**src/rtl/fwd_scoreboard_if.sv**
```systemverilog
// Decode-side bundle for the forwarding scoreboard: ID operands in,
// stall/bypass selects out.
interface fwd_scoreboard_if #(
    parameter int STAGES   = 3,
    parameter int NUM_SRC  = 2,
    parameter int REG_BITS = 5
);
    localparam int SEL_W = $clog2(STAGES + 1);
    localparam int CNT_W = $clog2(STAGES + 1);

    logic                        id_valid;
    logic [REG_BITS-1:0]         id_rd;
    logic                        id_wen;
    logic                        id_is_load;
    logic [NUM_SRC*REG_BITS-1:0] id_src;
    logic [NUM_SRC-1:0]          id_src_use;
    logic                        flush;
    logic                        stall;
    logic [NUM_SRC*SEL_W-1:0]    fwd_sel;
    logic                        ex_valid;
    logic [CNT_W-1:0]            inflight_cnt;

    modport master (
        output id_valid, id_rd, id_wen, id_is_load,
        output id_src, id_src_use, flush,
        input  stall, fwd_sel, ex_valid, inflight_cnt
    );

    modport slave (
        input  id_valid, id_rd, id_wen, id_is_load,
        input  id_src, id_src_use, flush,
        output stall, fwd_sel, ex_valid, inflight_cnt
    );
endinterface

```
**src/rtl/fwd_scoreboard.sv**
```systemverilog
// Shift-register hazard scoreboard: resolves bypass selects per operand,
// raises load-use stalls and squashes young entries on redirect.
module fwd_scoreboard #(
    parameter int STAGES       = 3,
    parameter int NUM_SRC      = 2,
    parameter int REG_BITS     = 5,
    parameter int LOAD_LAT     = 1,
    parameter int FLUSH_STAGES = 1
) (
    input logic            clk,
    input logic            rst,
    fwd_scoreboard_if.slave bus
);
    localparam int SEL_W = $clog2(STAGES + 1);
    localparam int CNT_W = $clog2(STAGES + 1);

    logic [STAGES-1:0]                vld_q, vld_d;
    logic [STAGES-1:0]                wen_q, wen_d;
    logic [STAGES-1:0]                ld_q, ld_d;
    logic [STAGES-1:0][REG_BITS-1:0]  rd_q, rd_d;
    logic [NUM_SRC*SEL_W-1:0]         fwd_sel_q, fwd_sel_d;
    logic                             ex_valid_q, ex_valid_d;
    logic [CNT_W-1:0]                 cnt_q, cnt_d;

    logic [NUM_SRC*SEL_W-1:0]         sel;
    logic [NUM_SRC-1:0]               haz;
    logic [REG_BITS-1:0]              src;
    logic                             stall;
    logic                             issue;

    // Scan oldest to youngest so the youngest matching writer wins.
    always_comb begin
        sel = '0;
        haz = '0;
        src = '0;
        for (int s = 0; s < NUM_SRC; s++) begin
            src = bus.id_src[s*REG_BITS +: REG_BITS];
            for (int k = STAGES - 1; k >= 0; k--) begin
                if (vld_q[k] && wen_q[k] && rd_q[k] != '0 &&
                    rd_q[k] == src && bus.id_src_use[s]) begin
                    if (k + 1 >= STAGES) begin
                        sel[s*SEL_W +: SEL_W] = '0;
                        haz[s] = 1'b0;
                    end else begin
                        sel[s*SEL_W +: SEL_W] = SEL_W'(k + 1);
                        haz[s] = ld_q[k] && (k + 1 < LOAD_LAT + 1);
                    end
                end
            end
        end
    end

    assign stall = bus.id_valid & ~bus.flush & (|haz);
    assign issue = bus.id_valid & ~bus.flush & ~(|haz);

    always_comb begin
        vld_d = '0;
        wen_d = '0;
        ld_d  = '0;
        rd_d  = '0;
        for (int k = 1; k < STAGES; k++) begin
            vld_d[k] = vld_q[k-1] & ~(bus.flush && (k - 1 < FLUSH_STAGES));
            wen_d[k] = wen_q[k-1];
            ld_d[k]  = ld_q[k-1];
            rd_d[k]  = rd_q[k-1];
        end
        vld_d[0] = issue;
        wen_d[0] = bus.id_wen;
        ld_d[0]  = bus.id_is_load;
        rd_d[0]  = bus.id_rd;

        fwd_sel_d  = issue ? sel : '0;
        ex_valid_d = issue;

        cnt_d = '0;
        for (int k = 0; k < STAGES; k++) begin
            if (vld_d[k] && wen_d[k] && rd_d[k] != '0)
                cnt_d = cnt_d + CNT_W'(1);
        end
    end

    always_ff @(posedge clk) begin
        if (rst) begin
            vld_q      <= '0;
            wen_q      <= '0;
            ld_q       <= '0;
            rd_q       <= '0;
            fwd_sel_q  <= '0;
            ex_valid_q <= 1'b0;
            cnt_q      <= '0;
        end else begin
            vld_q      <= vld_d;
            wen_q      <= wen_d;
            ld_q       <= ld_d;
            rd_q       <= rd_d;
            fwd_sel_q  <= fwd_sel_d;
            ex_valid_q <= ex_valid_d;
            cnt_q      <= cnt_d;
        end
    end

    assign bus.stall        = stall;
    assign bus.fwd_sel      = fwd_sel_q;
    assign bus.ex_valid     = ex_valid_q;
    assign bus.inflight_cnt = cnt_q;
endmodule

```
**src/flat_wrapper.sv**
```systemverilog
// flat-port wrapper written by rule: the top's interface ports become plain ports
module fwd_scoreboard_flat 
#(
    parameter int STAGES       = 3,
    parameter int NUM_SRC      = 2,
    parameter int REG_BITS     = 5,
    parameter int LOAD_LAT     = 1,
    parameter int FLUSH_STAGES = 1
)
  (clk, rst, bus_id_valid, bus_id_rd, bus_id_wen, bus_id_is_load, bus_id_src, bus_id_src_use, bus_flush, bus_stall, bus_fwd_sel, bus_ex_valid, bus_inflight_cnt);
  fwd_scoreboard_if #(.STAGES(STAGES), .NUM_SRC(NUM_SRC), .REG_BITS(REG_BITS)) bus_i ();
  input logic clk;
  input logic rst;
  input wire logic [$bits(bus_i.id_valid)-1:0] bus_id_valid;
  input wire logic [$bits(bus_i.id_rd)-1:0] bus_id_rd;
  input wire logic [$bits(bus_i.id_wen)-1:0] bus_id_wen;
  input wire logic [$bits(bus_i.id_is_load)-1:0] bus_id_is_load;
  input wire logic [$bits(bus_i.id_src)-1:0] bus_id_src;
  input wire logic [$bits(bus_i.id_src_use)-1:0] bus_id_src_use;
  input wire logic [$bits(bus_i.flush)-1:0] bus_flush;
  output wire logic [$bits(bus_i.stall)-1:0] bus_stall;
  output wire logic [$bits(bus_i.fwd_sel)-1:0] bus_fwd_sel;
  output wire logic [$bits(bus_i.ex_valid)-1:0] bus_ex_valid;
  output wire logic [$bits(bus_i.inflight_cnt)-1:0] bus_inflight_cnt;
  assign bus_i.id_valid = bus_id_valid;
  assign bus_i.id_rd = bus_id_rd;
  assign bus_i.id_wen = bus_id_wen;
  assign bus_i.id_is_load = bus_id_is_load;
  assign bus_i.id_src = bus_id_src;
  assign bus_i.id_src_use = bus_id_src_use;
  assign bus_i.flush = bus_flush;
  assign bus_stall = bus_i.stall;
  assign bus_fwd_sel = bus_i.fwd_sel;
  assign bus_ex_valid = bus_i.ex_valid;
  assign bus_inflight_cnt = bus_i.inflight_cnt;
  fwd_scoreboard #(.STAGES(STAGES), .NUM_SRC(NUM_SRC), .REG_BITS(REG_BITS), .LOAD_LAT(LOAD_LAT), .FLUSH_STAGES(FLUSH_STAGES)) u_core (.clk(clk), .rst(rst), .bus(bus_i));
endmodule
```
**config.mk**
```make
export PLATFORM = sky130hd
export DESIGN_NAME = fwd_scoreboard_flat
export DESIGN_NICKNAME = d
export VERILOG_FILES = /design/src/rtl/fwd_scoreboard_if.sv /design/src/rtl/fwd_scoreboard.sv /design/src/flat_wrapper.sv
export SDC_FILE = /design/constraint.sdc
export NUM_CORES = 1
export LEC_CHECK = 0
export ABC_CLOCK_PERIOD_IN_PS = 1900
export CAP_MARGIN = 40
export CORE_MARGIN = 5
export CORE_UTILIZATION = 40
export CTS_CLUSTER_SIZE = 14
export DETAILED_ROUTE_END_ITERATION = 8
export GPL_TIMING_DRIVEN = 0
export MAX_ROUTING_LAYER = met4
export PLACE_DENSITY = 0.74
export SYNTH_ARGS = -nofsm -noshare
export SYNTH_HDL_FRONTEND = slang
export SYNTH_SLANG_ARGS = --single-unit
export TNS_END_PERCENT = 50
```
**constraint.sdc**
```tcl
create_clock -name clk -period 1.9 [get_ports clk]
set_clock_uncertainty 0.2 [all_clocks]
set_input_delay 0.38 -clock clk [delete_from_list [all_inputs] [get_ports clk]]
set_output_delay 0.38 -clock clk [all_outputs]
set_load 0.1 [all_outputs]
```
* After elaboration in Yosys (flattened, before gate mapping) *
Index checks and enable logic that the tools add are counted.

operators by class
  bitwise operators = 7
  multipliers = 0
  divide/modulo/power cells = 0
  $add $sub $neg = 2
  equal/unequal tests = 4
  shift operators = 0
  reduce and logical (&&, ||, !) cells = 23
  multiplexer cells = 9
  magnitude comparators = 0

operators with widths
  operator             number
  $eq 5x5->1           4
  $logic_and 1x1->1    16
  $reduce_bool 5->1    3
  $mux 2               4
  $reduce_or 3->1      2
  $mux 1               5
  $and 1x1->1          4
  $reduce_or 2->1      2
  $not 1->1            3
  $add 1x1->2 const B  1
  $add 2x1->2 const B  1

storage, ports and cells
  bits in registers = 22
  word-level logic and storage cells = 55
  RAM bits = 0
  memories kept = 0
  latch bits = 0
  bits in read-only memories = 0

* Logic depth before layout (Yosys ltp) *
  word-level depth = 15
  gate-level depth with buffers = 9
  gate-level depth less buffers = 9

* Worst setup path before layout *
No wires, ideal clock.

  path kind = reg-to-output
  start = register u_core.vld_q[0]
  end = output port bus_stall
  path slack = -1475 ps
  stages on the path, launching flop included = 4
  required time = 1320 ps
  arrival = 2795 ps
  cell sequence = dfxtp_1 o311a_1 o211ai_2 nor2b_1

on the way
  cells in the longest elaborated chain, start to end = 7

ends and longest elaborated chain
  what                              RTL line              text
  start, declared                   fwd_scoreboard.sv:17  logic [STAGES-1:0] vld_q, vld_d;
  start signal, assigned            fwd_scoreboard.sv:92  vld_q <= vld_d;
  $logic_and 1x1->1 * (2 in a row)  fwd_scoreboard.sv:39  if (vld_q[k] && wen_q[k] && rd_q[k] != '0 &&
  $logic_and 1x1->1                 fwd_scoreboard.sv:39
  $logic_and 1x1->1                 fwd_scoreboard.sv:40  rd_q[k] == src && bus.id_src_use[s]) begin
  $mux 1                            fwd_scoreboard.sv:39
  $reduce_or 2->1 *                 fwd_scoreboard.sv:53  assign stall = bus.id_valid & ~bus.flush & (|haz);
  $and 1x1->1 *                     fwd_scoreboard.sv:53
  end, declared                     flat_wrapper.sv:21    output wire logic [$bits(bus_i.stall)-1:0] bus_stall;

Every way passes the cells marked *; elsewhere a longest branch is shown, timed or not.

* Worst setup path after layout *
  start = register u_core.rd_q, in the netlist u_core.rd_d[5]
  end = output port bus_stall

on the way
  cells in the longest elaborated chain, start to end = 7

ends and longest elaborated chain
  what                            RTL line              text
  start, declared                 fwd_scoreboard.sv:20  logic [STAGES-1:0][REG_BITS-1:0] rd_q, rd_d;
  start signal, assigned          fwd_scoreboard.sv:95  rd_q <= rd_d;
  $reduce_bool 5->1               fwd_scoreboard.sv:39
  $logic_and 1x1->1 (2 in a row)  fwd_scoreboard.sv:39
  $logic_and 1x1->1               fwd_scoreboard.sv:40
  $mux 1                          fwd_scoreboard.sv:39
  $reduce_or 2->1 *               fwd_scoreboard.sv:53
  $and 1x1->1 *                   fwd_scoreboard.sv:53

Marks and branches as above.

==> results by group <==
Yosys
  – Yosys cell types: 20
  – Simple-gate share of the synthesized area: a little under a quarter
  – Syn_nets: approximately 120
  – Complex-gate fraction of the synthesized area: 7.93%
  – Post-Syn Area: 947 um^2
  – Synth Area in Adders: about 2.6%
  – Area share of the largest cell type after synthesis: between 40% and 50%
  – Post-synth EDFFs: 0
  – Asr flop ratio synth: 0%
  – Largest family of logic cells by synthesized area: simple AND/OR/NAND/NOR gates
  – Multiplexer area fraction after synthesis: 1.06%
  – Instance count of the mapped netlist: 94
  – Top FF cell, synth: dfxtp_1
  – Seq/Total Area, Yosys: 44.4%
  – Top post-synthesis cells by area: dfxtp_1 44%, xnor2_1 16%, nor2b_1 11%, xor2_1 3.7%, o2111a_1 3.6%
  – Syn Area/Cell: 10.1 um^2
  – Synth Area in XOR/XNOR: around 19%
  – Yosys warnings: 0
  – Yosys top cell by area: dfxtp_1
  – Yosys reg bits: 21

STA
  – Slew HR: ~72%
  – Final min period: 2.32 ns
  – Period utilisation layout: 122%
  – Worst Max-Slew Pin Slew: 0.415 ns
  – RSZ-0062 raised after global routing: yes
  – Max-slew violations: 0
  – Final hold vios: 0
  – Setup slack after layout: -0.424 ns
  – F_max: roughly 0.43 GHz
  – Final Setup Violations: 3

GRT
  – First-pass GRT wire length: between 3000 and 4000 um
  – Total GRT Usage: approximately 15%
  – Largest net degree at the start of global routing: 13
  – GRT overflow: 0
  – Initial antenna violation count: 0
  – Vias in the first global route: between 800 and 900

Route
  – Via-to-Cell Ratio: 4.87
  – TritonRoute pass-1 iters: 1
  – First DRT Iteration DRCs: 0
  – DR WL/cell: 13.4 um
  – Post-route ant nets: 0
  – Remaining DRCs: 0
  – DR vias: 809
  – Final WL: 2220 um

Run status
  – Failing checks: setup timing
  – Outcome: finished, violations left

Setup path
  – Setup crit end: bus_stall
  – CP arrival: 1.74 ns
  – Critical path required time: 1.32 ns
  – Startpoint Class: flop
  – CP Capture Type: output port
  – FF-to-FF End: u_core.bus.inflight_cnt[0]$_SDFF_PP0_
  – Critical path startpoint: u_core.rd_d[5]$_SDFF_PP0_
  – Reg2Reg Launch Point: u_core.rd_d[5]$_SDFF_PP0_
  – Flop-to-flop setup slack: -0.36 ns
  – CP Max Fanout: 4
  – CP Class: flop to output port
  – FF-to-FF path depth: 8

Layout
  – Layout area overhead: 66.2%
  – Share of layout cells above drive strength 1: between 20% and 30%
  – Design area: between 1500 and 2000 um^2
  – Finished Layout Cells: 166
  – Nets: between 150 and 200
  – Antenna cells: 0

CTS
  – Worst-path clk slew: 0.11 ns
  – Root Buffer: clkbuf_4
  – # hold bufs at CTS: 0
  – Clock Latency Late Sink: 0.30 ns
  – Clock sinks: 21
  – TritonCTS Buffers: 3
  – H-Tree Depth: 1
  – Max Root-Sink Buffers: 2
  – TritonCTS clock tree: done

Placement
  – IO Port Bufs: 30
  – Dpl cells: 160
  – DP Worst Slack: -1.17 ns
  – Placed Area: 1420 um^2
  – Placer Congestion: 0.769
  – HPWL Detailed: 1690 um

Floorplanning
  – Initial Util: 42.4%
  – Die height: about 59 um
  – Die area: 3440 um^2
  – Core Region: approximately 2200 um^2
  – Top Ports: 31
  – Row cnt: 17
  – Die width: 58.7 um

Worst hold path
  – Worst hold path type: primary input to flop

Power and ir drop
  – Max IR drop VDD: 0.000356 V
  – P_leak: 0.651 nW
  – PwrDens: 532 nW/um^2

Flow run
  – Max Cap Viol: 0
==> metrics by stage <==
| step | util, % | setup TNS, ns | hold slack [ns] | total power, W |
|---|---|---|---|---|
| after CTS | 68.1 | -0.808 | 0.300 | 0.000837 |
| after global placement | 58.3 | -4.17 | 0.254 | 0.000618 |
| final | 70.5 | -0.997 | 0.261 | 0.000838 |
| after floorplan | - | -0.415 | 0.239 | 0.000549 |
| after detailed placement | 63.6 | -3.38 | 0.271 | 0.000626 |
| after global routing | 70.5 | -1.28 | 0.250 | 0.000881 |
==> area by class of cell <==
type | count | area [um^2]
Buffer | 1 | 3.75
Clock buffer | 3 | 22.5
Clock inverter | 1 | 5.00
Fill cell | 170 | 659
Inverter | 3 | 11.3
Multi-Input combinational cell | 69 | 604
Sequential cell | 21 | 437
Tap cell | 28 | 35.0
Timing Repair Buffer | 40 | 455
==> metal layers <==
layer / GRT usage [%] / up-vias / wire [um] / part of all wire, %
met5: - / - / 0 / 0
met4: 7.77 / 0 / 50 / 2.3
met3: 3.73 / 5 / 113 / 5.1
met2: 25.8 / 20 / 1130 / 51
met1: 15.3 / 374 / 928 / 42
li1: - / 410 / - / -
==> timing repair <==
item / 4_1_cts / 5_1_grt
pin swaps: 6 / 5
endpoints found under the setup margin: 10 / 3
buffers inserted: 2 / 2
resized for setup: 34 / 8
==> synth_stat cells (3+ instances only) <==
| master | count |
|---|---|
| nand4_1 | 4 |
| o2111a_1 | 3 |
| xor2_1 | 4 |
| inv_1 | 3 |
| dfxtp_1 | 21 |
| nor3_1 | 6 |
| nor2b_1 | 16 |
| xnor2_1 | 17 |
| nand2_1 | 4 |
==> flip-flops by register name, summed over array words and instances (netlist names) <==
| register | count |
|---|---|
| u_core.rd_d | 10 |
| u_core.bus.fwd_sel | 4 |
| u_core.bus.inflight_cnt | 2 |
| u_core.vld_q | 2 |
| u_core.wen_q | 2 |
| u_core.ld_q | 1 |
==> report_power, final <==
| group | switching, W | internal [W] | leakage (nW) |
|---|---|---|---|
| sequential | 0.0000171 | 0.000453 | 0.175 |
| clock | 0.000132 | 0.0000786 | 0.0177 |
| combinational | 0.0000685 | 0.0000889 | 0.458 |
==> critical path: stages, from the launching register on <==
cell and delay (ns):
dfxtp_4 0.38, or3_4 0.37, o311a_4 0.33, o211ai_4 0.11
nor2b_4 0.07, buf_12 0.17
==> kinds of logic (layout without fill, tap and decap cells) <==
kind of cell,Yosys count,count (layout)
buffers and inverters,4,48
adders and majority gates,2,2
xor gates and xnor gates,21,21
and+or+nand+nor,38,38
muxes,1,1
DFF,21,21
AOI/OAI and AO/OA,7,7
==> layout by cell type (no fill, tap or decap), drive strengths merged, types with 3 or more instances in the layout <==
cell and n:
nor3 6, xor2 4, dfxtp 21, nand4 4
o2111a 3, nand2 4, clkdlybuf4s50 10, dlygate4sd2 16
nor2b 16, buf 12, inv 3, xnor2 17
clkbuf 4
==> worst min path at each step <==
stage | to | start | slack (ns) | depth (start not counted)
finish | u_core.bus.fwd_sel[3]$_SDFF_PP0_ | bus_id_src_use[1] | 0.26 | 4
floorplan | u_core.wen_q[1]$_SDFF_PP0_ | u_core.wen_q[0]$_SDFF_PP0_ | 0.24 | 1
global placement | u_core.wen_q[1]$_SDFF_PP0_ | u_core.wen_q[0]$_SDFF_PP0_ | 0.25 | 1
detailed placement | u_core.wen_q[1]$_SDFF_PP0_ | u_core.wen_q[0]$_SDFF_PP0_ | 0.27 | 1
global route | u_core.bus.fwd_sel[3]$_SDFF_PP0_ | bus_id_src_use[1] | 0.25 | 4
CTS | u_core.wen_q[1]$_SDFF_PP0_ | u_core.wen_q[0]$_SDFF_PP0_ | 0.30 | 1
(Power assumes the default switching activity.)
